==> src/rtl/mem_access_if.sv <==
// Bus bundle between the CPU datapath, the memory access unit and the word-wide data memory.
// The unit uses the slave view; the surrounding CPU/DM environment uses the master view.
interface mem_access_if;
   logic        req;
   logic [2:0]  op;
   logic [31:0] addr;
   logic [31:0] wdata;
   logic [31:0] pc;
   logic        busy;
   logic        done;
   logic [31:0] rdata;
   logic        addr_err;
   logic [31:0] dm_A;
   logic        dm_WE;
   logic [31:0] dm_WD;
   logic [31:0] dm_pc;
   logic [31:0] dm_RD;

   modport slave (
      input  req, op, addr, wdata, pc, dm_RD,
      output busy, done, rdata, addr_err, dm_A, dm_WE, dm_WD, dm_pc
   );

   modport master (
      output req, op, addr, wdata, pc, dm_RD,
      input  busy, done, rdata, addr_err, dm_A, dm_WE, dm_WD, dm_pc
   );
endinterface

==> src/rtl/mem_access_unit.sv <==
// Multi-cycle load/store initiator for a word-wide data memory: sub-word loads with extension,
// sub-word stores by read-modify-write, and address checking before any DM access.
module mem_access_unit #(
   parameter int DM_WORDS = 3072
) (
   input  logic         clk,
   input  logic         reset,
   mem_access_if.slave  bus
);
   localparam logic [2:0] OP_LW  = 3'd0;
   localparam logic [2:0] OP_LH  = 3'd1;
   localparam logic [2:0] OP_LHU = 3'd2;
   localparam logic [2:0] OP_LB  = 3'd3;
   localparam logic [2:0] OP_LBU = 3'd4;
   localparam logic [2:0] OP_SW  = 3'd5;
   localparam logic [2:0] OP_SH  = 3'd6;
   localparam logic [2:0] OP_SB  = 3'd7;

   localparam logic [31:0] ADDR_LIMIT = 32'(DM_WORDS) << 2;

   typedef enum logic [1:0] {IDLE, READ, WRITE, DONE} state_t;

   state_t      state_r;
   logic [2:0]  op_r;
   logic [1:0]  lane_r;
   logic [15:0] wdata_r;
   logic        busy_r;
   logic        done_r;
   logic [31:0] rdata_r;
   logic        addr_err_r;
   logic [29:0] dm_a_r;
   logic        dm_we_r;
   logic [31:0] dm_wd_r;
   logic [31:0] dm_pc_r;
   logic        misalign_s;
   logic        range_err_s;
   logic        acc_err_s;

   function automatic logic [31:0] load_extend(input logic [2:0] o, input logic [1:0] a,
                                               input logic [31:0] rd);
      logic [7:0]  b;
      logic [15:0] h;
      logic [31:0] r;
      case (a)
         2'd0:    b = rd[7:0];
         2'd1:    b = rd[15:8];
         2'd2:    b = rd[23:16];
         2'd3:    b = rd[31:24];
         default: b = 8'h00;
      endcase
      h = a[1] ? rd[31:16] : rd[15:0];
      case (o)
         OP_LW:   r = rd;
         OP_LH:   r = {{16{h[15]}}, h};
         OP_LHU:  r = {16'h0000, h};
         OP_LB:   r = {{24{b[7]}}, b};
         OP_LBU:  r = {24'h000000, b};
         default: r = 32'h0000_0000;
      endcase
      return r;
   endfunction

   // Replace only the addressed lane of the word read back from DM.
   function automatic logic [31:0] store_merge(input logic [2:0] o, input logic [1:0] a,
                                               input logic [31:0] rd, input logic [15:0] wd);
      logic [31:0] r;
      r = rd;
      case (o)
         OP_SH: begin
            if (a[1]) r[31:16] = wd;
            else      r[15:0]  = wd;
         end
         OP_SB: begin
            case (a)
               2'd0:    r[7:0]   = wd[7:0];
               2'd1:    r[15:8]  = wd[7:0];
               2'd2:    r[23:16] = wd[7:0];
               2'd3:    r[31:24] = wd[7:0];
               default: r = rd;
            endcase
         end
         default: r = rd;
      endcase
      return r;
   endfunction

   // Alignment and range check of the request presented on the bus.
   always_comb begin
      misalign_s = 1'b0;
      case (bus.op)
         OP_LW, OP_SW:         misalign_s = (bus.addr[1:0] != 2'b00);
         OP_LH, OP_LHU, OP_SH: misalign_s = bus.addr[0];
         default:              misalign_s = 1'b0;
      endcase
      range_err_s = (bus.addr >= ADDR_LIMIT);
      acc_err_s   = misalign_s | range_err_s;
   end

   // Access sequencer with all bus outputs registered.
   always_ff @(posedge clk) begin
      if (reset) begin
         state_r    <= IDLE;
         op_r       <= 3'd0;
         lane_r     <= 2'd0;
         wdata_r    <= 16'h0000;
         busy_r     <= 1'b0;
         done_r     <= 1'b0;
         rdata_r    <= 32'h0000_0000;
         addr_err_r <= 1'b0;
         dm_a_r     <= 30'h0000_0000;
         dm_we_r    <= 1'b0;
         dm_wd_r    <= 32'h0000_0000;
         dm_pc_r    <= 32'h0000_0000;
      end else begin
         case (state_r)
            IDLE: begin
               done_r <= 1'b0;
               if (bus.req) begin
                  op_r    <= bus.op;
                  lane_r  <= bus.addr[1:0];
                  wdata_r <= bus.wdata[15:0];
                  dm_pc_r <= bus.pc;
                  busy_r  <= 1'b1;
                  if (acc_err_s) begin
                     state_r    <= DONE;
                     done_r     <= 1'b1;
                     addr_err_r <= 1'b1;
                     rdata_r    <= 32'h0000_0000;
                  end else begin
                     dm_a_r <= bus.addr[31:2];
                     if (bus.op == OP_SW) begin
                        state_r <= WRITE;
                        dm_we_r <= 1'b1;
                        dm_wd_r <= bus.wdata;
                     end else begin
                        state_r <= READ;
                     end
                  end
               end else begin
                  busy_r <= 1'b0;
               end
            end
            READ: begin
               if (op_r == OP_SH || op_r == OP_SB) begin
                  state_r <= WRITE;
                  dm_we_r <= 1'b1;
                  dm_wd_r <= store_merge(op_r, lane_r, bus.dm_RD, wdata_r);
               end else begin
                  state_r    <= DONE;
                  done_r     <= 1'b1;
                  addr_err_r <= 1'b0;
                  rdata_r    <= load_extend(op_r, lane_r, bus.dm_RD);
               end
            end
            WRITE: begin
               state_r    <= DONE;
               dm_we_r    <= 1'b0;
               done_r     <= 1'b1;
               addr_err_r <= 1'b0;
            end
            DONE: begin
               state_r <= IDLE;
               done_r  <= 1'b0;
               busy_r  <= 1'b0;
            end
            default: begin
               state_r <= IDLE;
               done_r  <= 1'b0;
               busy_r  <= 1'b0;
               dm_we_r <= 1'b0;
            end
         endcase
      end
   end

   assign bus.busy     = busy_r;
   assign bus.done     = done_r;
   assign bus.rdata    = rdata_r;
   assign bus.addr_err = addr_err_r;
   assign bus.dm_A     = {dm_a_r, 2'b00};
   // Reset must suppress a write already in flight in the same cycle.
   assign bus.dm_WE    = dm_we_r & ~reset;
   assign bus.dm_WD    = dm_wd_r;
   assign bus.dm_pc    = dm_pc_r;
endmodule
==> src/flat_wrapper.sv <==
// flat-port wrapper written by rule: the top's interface ports become plain ports
module mem_access_unit_flat 
#(
   parameter int DM_WORDS = 3072
)
  (clk, reset, bus_req, bus_op, bus_addr, bus_wdata, bus_pc, bus_dm_RD, bus_busy, bus_done, bus_rdata, bus_addr_err, bus_dm_A, bus_dm_WE, bus_dm_WD, bus_dm_pc);
  mem_access_if bus_i ();
  input  logic clk;
  input  logic reset;
  input wire logic [$bits(bus_i.req)-1:0] bus_req;
  input wire logic [$bits(bus_i.op)-1:0] bus_op;
  input wire logic [$bits(bus_i.addr)-1:0] bus_addr;
  input wire logic [$bits(bus_i.wdata)-1:0] bus_wdata;
  input wire logic [$bits(bus_i.pc)-1:0] bus_pc;
  input wire logic [$bits(bus_i.dm_RD)-1:0] bus_dm_RD;
  output wire logic [$bits(bus_i.busy)-1:0] bus_busy;
  output wire logic [$bits(bus_i.done)-1:0] bus_done;
  output wire logic [$bits(bus_i.rdata)-1:0] bus_rdata;
  output wire logic [$bits(bus_i.addr_err)-1:0] bus_addr_err;
  output wire logic [$bits(bus_i.dm_A)-1:0] bus_dm_A;
  output wire logic [$bits(bus_i.dm_WE)-1:0] bus_dm_WE;
  output wire logic [$bits(bus_i.dm_WD)-1:0] bus_dm_WD;
  output wire logic [$bits(bus_i.dm_pc)-1:0] bus_dm_pc;
  assign bus_i.req = bus_req;
  assign bus_i.op = bus_op;
  assign bus_i.addr = bus_addr;
  assign bus_i.wdata = bus_wdata;
  assign bus_i.pc = bus_pc;
  assign bus_i.dm_RD = bus_dm_RD;
  assign bus_busy = bus_i.busy;
  assign bus_done = bus_i.done;
  assign bus_rdata = bus_i.rdata;
  assign bus_addr_err = bus_i.addr_err;
  assign bus_dm_A = bus_i.dm_A;
  assign bus_dm_WE = bus_i.dm_WE;
  assign bus_dm_WD = bus_i.dm_WD;
  assign bus_dm_pc = bus_i.dm_pc;
  mem_access_unit #(.DM_WORDS(DM_WORDS)) u_core (.clk(clk), .reset(reset), .bus(bus_i));
endmodule
==> config.mk <==
export PLATFORM = sky130hd
export DESIGN_NAME = mem_access_unit_flat
export DESIGN_NICKNAME = d
export VERILOG_FILES = /design/src/rtl/mem_access_if.sv /design/src/rtl/mem_access_unit.sv /design/src/flat_wrapper.sv
export SDC_FILE = /design/constraint.sdc
export NUM_CORES = 1
export LEC_CHECK = 0
export BUFFER_PORTS_ARGS = -buffer_cell sky130_fd_sc_hd__buf_2
export CORE_MARGIN = 3
export CORE_UTILIZATION = 30
export DETAILED_ROUTE_END_ITERATION = 7
export GPL_ROUTABILITY_DRIVEN = 0
export GPL_TIMING_DRIVEN = 0
export HOLD_SLACK_MARGIN = 0.15
export PLACE_DENSITY = 0.5
export SYNTH_ARGS = -nofsm -noshare
export SYNTH_HDL_FRONTEND = slang
export SYNTH_SLANG_ARGS = --single-unit
==> constraint.sdc <==
create_clock -name clk -period 3 [get_ports clk]
set_clock_uncertainty 0.05 [all_clocks]
set_input_delay 0.9 -clock clk [delete_from_list [all_inputs] [get_ports clk]]
set_output_delay 0.9 -clock clk [all_outputs]
set_load 0.01 [all_outputs]
==> After elaboration in Yosys (flattened, before gate mapping) <==
Cells that the tools add are included.
Widths: inputs -> output; s select.
{ "totals": {"ramBits": 0, "latchBits": 0, "regBits": 153, "output_inout_bits": 132, "inputBits": 134, "wordCells": 96, "mem_bits_ro": 0, "memories": 0} }
{ "classes": {"n_eq_ne": 22, "div": 0, "bitwise_logic": 4, "shift": 0, "n_mul": 0, "add_sub_neg": 0, "reduce_logical": 17, "n_mux": 40, "magnitude_cmp": 1} }
{ "ops": {"columns": ["op", "count"], "rows": [
  ["$mux 32", 7],
  ["$pmux 32 s2", 3],
  ["$pmux 32 s5", 1],
  ["$mux 16", 3],
  ["$ge 32x14->1 const B", 1],
  ["$mux 8", 4],
  ["$pmux 8 s4", 1],
  ["$eq 3x3->1 const B", 5],
  ["$mux 1", 12],
  ["$reduce_and 5->1", 2],
  ["$eq 3x2->1 const B", 3],
  ["$eq 2x2->1 const B", 4],
  ["$pmux 2 s4", 1],
  ["$reduce_and 4->1", 2],
  ["$eq 3x1->1 const B", 2],
  ["$logic_not 3->1", 2],
  ["$mux 2", 3],
  ["$ne 2x1->1 const B", 3],
  ["$ne 2x2->1 const B", 3],
  ["$pmux 1 s3", 2],
  ["$reduce_bool 2->1", 3],
  ["$eq 2x1->1 const B", 2],
  ["$logic_not 2->1", 2],
  ["$pmux 1 s2", 2],
  ["10 further kinds", 11]
]} }

==> Depth between registers and ports, before layout <==
{ "logic_depth": {"depth_word": 7, "depth_mapped": 9, "mapped_depth_nobuf": 6} }

==> Worst setup path before layout <==
Ideal clock, no wire load.
{ "synth_timing": {"path_type": "input to output", "from": "in reset", "to": "out bus_dm_WE", "t_required_ns": 2.050, "arrival_ns": 1.770, "stages": 4, "slack_ns": 0.280, "path_buffers": 3, "cell_sequence": "clkbuf_1 > clkbuf_1 > clkbuf_1 > nor2b_1"} }
{ "synth_between": {"elab_chain_len": 2} }
{ "synth_rtl": {"columns": ["item", "line_no", "rtl"], "rows": [
  ["from (decl)", "flat_wrapper.sv:9", "input logic reset;"],
  ["$not 1->1", "mem_access_unit.sv:182", "assign bus.dm_WE = dm_we_r & ~reset;"],
  ["$and 1x1->1", "mem_access_unit.sv:182", null],
  ["to (decl)", "flat_wrapper.sv:21", "output wire logic [$bits(bus_i.dm_WE)-1:0] bus_dm_WE;"]
]} }
No other way between the ends.

==> Worst setup path after layout <==
Ends and elaborated chain as after synthesis.

==> flow_metrics.tcl <==
set metrics [dict create \
    status "complete, no violations" \
    drt_drc_violations_left 0 \
    synth_sequential_area_ratio 0.404 \
    worst_setup_path_start_kind "input pin" \
    ys_warn_count 0 \
    worstHoldEndpoint "u_core.bus.dm_pc[15]" \
    grt_setup_unrepaired "no" \
    final_hold_viol_count 0 \
    cts.hold.buffers_added 0 \
    dr.first_iter.drc_count 747 \
    synthesis.area_mm2 0.00759 \
    numCtsBuffers 17 \
    critical_path_class "in2out" \
    number_of_cells_on_the_worst_reg_to_reg_path 9 \
    timing_max_transition_violations_final 0 \
    ctsHtreeMaxLevel 4 \
    rr_startpoint "u_core.state_r[1]" \
    cts_sinks 153 \
    drive_gt1_frac 0.268 \
    finalCritPeriodShare 0.968 \
    grt_pass1_wl_mm 45.8 \
    post-route-cell-area_mm2 0.00991 \
    cts_max_path_buffers 2 \
    insertion_delay_ns 0.43 \
    postCtsResizedCells 3 \
    clk_transition_reported_paths_ns 0.08 \
    area.sequential_mm2 0.00306 \
    core.rowCount 57 \
    viasPerCell 5.20 \
    fillers 2600 \
    synth_unique_cells 55 \
    initial_core_util 0.308 \
    synth_edf_count 0 \
    vdd_ir_drop_max_mv 0.393 \
    antenna_violating_nets_post_route 0 \
    worst-endpoint-arrival_ns 1.95 \
    iteration_count_of_the_initial_detailed_routing_pass 5 \
    critical_path_required_ns 2.05 \
    boundaryPins 266 \
    dp_hpwl_mm 24.0 \
    p_leak_nw 4.18 \
    path_max_fanout 10 \
    critPathCaptureType "primary output" \
    detail_route.wirelength_mm 30.9 \
    worstHoldPathType "reg2reg" \
    setup_viol_count_final 0 \
    regToRegSetupSlack_ns 0.31 \
    maximum_number_of_pins_on_one_net_before_global_route_repair 19 \
    cts.root.buffer_cell "sky130_fd_sc_hd__clkbuf_16" \
    clock_period_minus_final_worst_setup_slack_ns 2.90 \
    cts_tree "yes" \
    fp.coreArea_mm2 0.0246 \
    grt_util_all_layers 0.221 \
    commonest_register_cell_after_synthesis "sky130_fd_sc_hd__dfxtp_1" \
    grt_busiest_layer "met2" \
    max_freq_mhz 344 \
    gr-usage-met3 0.0497 \
    route.detailed.wl_per_inst_um 19.8 \
    synth-seq-cells 153 \
    area_growth_syn_to_layout_pct 30.6 \
    timing.hold.worst.start "u_core.bus.dm_pc[15]" \
    hold_path_depth 2 \
    worst_margin_slew_ns 0.904 \
    fin_setup_tns_ns 0 \
    avgSynthCellArea_um2 8.02 \
    fp.dieW_um 165 \
    die_height_um 165 \
    timing.max_cap.violations 0 \
    globalRoute.totalOverflow 0 \
    floorplan.die_area_mm2 0.0272 \
    cts.repair_timing.setup_buffer_count 0 \
    power.density_mw_per_mm2 843 \
    num-nets-final 1365 \
    grt_pass1_vias 7800 \
    io_buffer_count 261 \
    synthCells 946 \
    num_vias 8149 \
    use_met1 0.289 \
    multi_input_area_mm2 0.00415 \
    endpoint_of_the_lowest_slack_register_to_register_path "u_core.wdata_r[15]" \
    groute.layer.met2.usage 0.355 \
    antenna_found_initial 5 \
    slew_headroom 0.397 \
    placed_area_mm2 0.00930 \
    synth_async_sr_flop_share 0 \
    crit_path_start "reset" \
]
-- cell families after synthesis --
logic type	count (synthesis)	synth area share
simple gates	356	0.223
fa+ha+maj	4	0.00660
flops	153	0.404
buf+inv	94	0.0493
mux	22	0.0426
compound gates	316	0.274
other cells	1	0.000494
-- synth_stat cells (2+ instances only) --
cell | number | area (um2)
sky130_fd_sc_hd__nor2b_1 | 56 | 350
sky130_fd_sc_hd__a22oi_1 | 13 | 97.6
sky130_fd_sc_hd__nor2_1 | 84 | 315
sky130_fd_sc_hd__nand3_1 | 35 | 175
sky130_fd_sc_hd__nor3_1 | 10 | 50.1
sky130_fd_sc_hd__mux2i_1 | 12 | 120
sky130_fd_sc_hd__o41ai_2 | 2 | 32.5
sky130_fd_sc_hd__dfxtp_1 | 153 | 3060
sky130_fd_sc_hd__o21ai_1 | 7 | 35.0
sky130_fd_sc_hd__nor4_2 | 4 | 50.1
sky130_fd_sc_hd__nor3b_2 | 2 | 25.0
sky130_fd_sc_hd__a21oi_1 | 107 | 536
sky130_fd_sc_hd__buf_2 | 5 | 25.0
sky130_fd_sc_hd__o21ai_0 | 62 | 310
sky130_fd_sc_hd__o211ai_1 | 8 | 60.1
sky130_fd_sc_hd__nand2b_1 | 3 | 18.8
sky130_fd_sc_hd__buf_1 | 5 | 18.8
sky130_fd_sc_hd__a21o_1 | 2 | 15.0
sky130_fd_sc_hd__a22o_1 | 17 | 149
sky130_fd_sc_hd__nand2_1 | 127 | 477
sky130_fd_sc_hd__clkbuf_1 | 72 | 270
sky130_fd_sc_hd__o41ai_1 | 14 | 123
sky130_fd_sc_hd__a311o_1 | 4 | 40.0
sky130_fd_sc_hd__and2_1 | 22 | 138
sky130_fd_sc_hd__a31oi_1 | 16 | 100
sky130_fd_sc_hd__buf_4 | 2 | 15.0
sky130_fd_sc_hd__o21a_1 | 9 | 67.6
sky130_fd_sc_hd__a221oi_1 | 6 | 52.6
sky130_fd_sc_hd__o2bb2ai_1 | 24 | 210
sky130_fd_sc_hd__o22ai_1 | 5 | 31.3
sky130_fd_sc_hd__mux2_2 | 2 | 22.5
sky130_fd_sc_hd__a211o_1 | 5 | 43.8
sky130_fd_sc_hd__a211oi_1 | 5 | 37.5
sky130_fd_sc_hd__a221o_1 | 2 | 20.0
sky130_fd_sc_hd__mux4_2 | 8 | 180
sky130_fd_sc_hd__ha_1 | 4 | 50.1
sky130_fd_sc_hd__and3_1 | 6 | 37.5
sky130_fd_sc_hd__inv_1 | 9 | 33.8
-- power breakdown --
group	internal [mW]	total (mW)	switching (mW)	leakage [nW]
logic	1.20	3.43	2.23	2.64
registers	2.48	2.73	0.258	1.25
clock network	1.12	2.19	1.07	0.288
-- state kept, by name (all words and copies together) (netlist names) --
signal               cells
u_core.bus.dm_WD        32
u_core.wdata_r          16
u_core.bus.addr_err      1
u_core.dm_we_r           1
u_core.op_r              3
u_core.state_r           2
u_core.bus.rdata        32
u_core.bus.done          1
u_core.bus.busy          1
u_core.dm_a_r           30
u_core.lane_r            2
u_core.bus.dm_pc        32
-- metrics by stage --
| stage | setup WS (ns) | hold slack (ns) | utilization | cells | total power [mW] |
|---|---|---|---|---|---|
| floorplan | 0.280 | 0.394 | - | 947 | 4.87 |
| global placement | -0.562 | 0.388 | 0.378 | 1532 | 6.21 |
| detailed placement | -0.555 | 0.388 | 0.378 | 1532 | 6.22 |
| CTS | 0.0273 | 0.405 | 0.402 | 1564 | 8.43 |
| global route | 0.000538 | 0.413 | 0.403 | 1566 | 8.92 |
| finish | 0.0950 | 0.403 | 0.403 | 1566 | 8.35 |
-- final cells by class --
cell class,instances,area share
Timing Repair Buffer,261,0.132
Buffer,85,0.0350
Clock buffer,17,0.0429
Sequential cell,153,0.309
Tap cell,324,0.0409
Antenna cell,2,0.000505
Inverter,9,0.00341
Clock inverter,15,0.0172
Multi-Input combinational cell,700,0.419
-- placed cells by master, fill, tap and decap left out, types with 5 or more instances in the layout --
| cell | synthesis | routed |
|---|---|---|
| sky130_fd_sc_hd__buf_2 | 5 | 267 |
| sky130_fd_sc_hd__dfxtp_1 | 153 | 153 |
| sky130_fd_sc_hd__nand2_1 | 127 | 127 |
| sky130_fd_sc_hd__a21oi_1 | 107 | 107 |
| sky130_fd_sc_hd__nor2_1 | 84 | 84 |
| sky130_fd_sc_hd__clkbuf_1 | 72 | 67 |
| sky130_fd_sc_hd__o21ai_0 | 62 | 62 |
| sky130_fd_sc_hd__nor2b_1 | 56 | 56 |
| sky130_fd_sc_hd__nand3_1 | 35 | 35 |
| sky130_fd_sc_hd__o2bb2ai_1 | 24 | 24 |
| sky130_fd_sc_hd__and2_1 | 22 | 22 |
| sky130_fd_sc_hd__a22o_1 | 17 | 17 |
| sky130_fd_sc_hd__clkbuf_16 | 0 | 17 |
| sky130_fd_sc_hd__a31oi_1 | 16 | 16 |
| sky130_fd_sc_hd__o41ai_1 | 14 | 14 |
| sky130_fd_sc_hd__a22oi_1 | 13 | 13 |
| sky130_fd_sc_hd__mux2i_1 | 12 | 12 |
| sky130_fd_sc_hd__nor3_1 | 10 | 10 |
| sky130_fd_sc_hd__inv_1 | 9 | 9 |
| sky130_fd_sc_hd__o21a_1 | 9 | 9 |
| sky130_fd_sc_hd__o211ai_1 | 8 | 8 |
| sky130_fd_sc_hd__mux4_2 | 8 | 8 |
| sky130_fd_sc_hd__o21ai_1 | 7 | 7 |
| sky130_fd_sc_hd__a221oi_1 | 6 | 6 |
| sky130_fd_sc_hd__and3_1 | 6 | 6 |
| sky130_fd_sc_hd__buf_1 | 5 | 5 |
| sky130_fd_sc_hd__o22ai_1 | 5 | 5 |
| sky130_fd_sc_hd__a211oi_1 | 5 | 5 |
| sky130_fd_sc_hd__a211o_1 | 5 | 5 |
| sky130_fd_sc_hd__inv_6 | 0 | 5 |
-- metal layers --
layer  share of wire  vias up
li1                -     3931
met1            0.43     3785
met2            0.46      370
met3           0.080       57
met4           0.027        6
met5          0.0012        -
-- worst max-delay path: stages --
cell,delay (ns)
sky130_fd_sc_hd__clkbuf_2,0.21
sky130_fd_sc_hd__clkbuf_2,0.29
sky130_fd_sc_hd__buf_2,0.32
sky130_fd_sc_hd__nor2b_1,0.08
sky130_fd_sc_hd__buf_2,0.15
-- how the worst max path moves through the flow --
stage / to / slack (ns) / cells past startpoint
floorplan: bus_dm_WE / 0.28 / 4
finish: bus_dm_WE / 0.1 / 5
global placement: bus_dm_WE / -0.56 / 5
detailed placement: bus_dm_WE / -0.56 / 5
global route: bus_dm_WE / 0.0005 / 5
CTS: bus_dm_WE / 0.03 / 5
No activity file was read; power rests on OpenSTA's default activity.
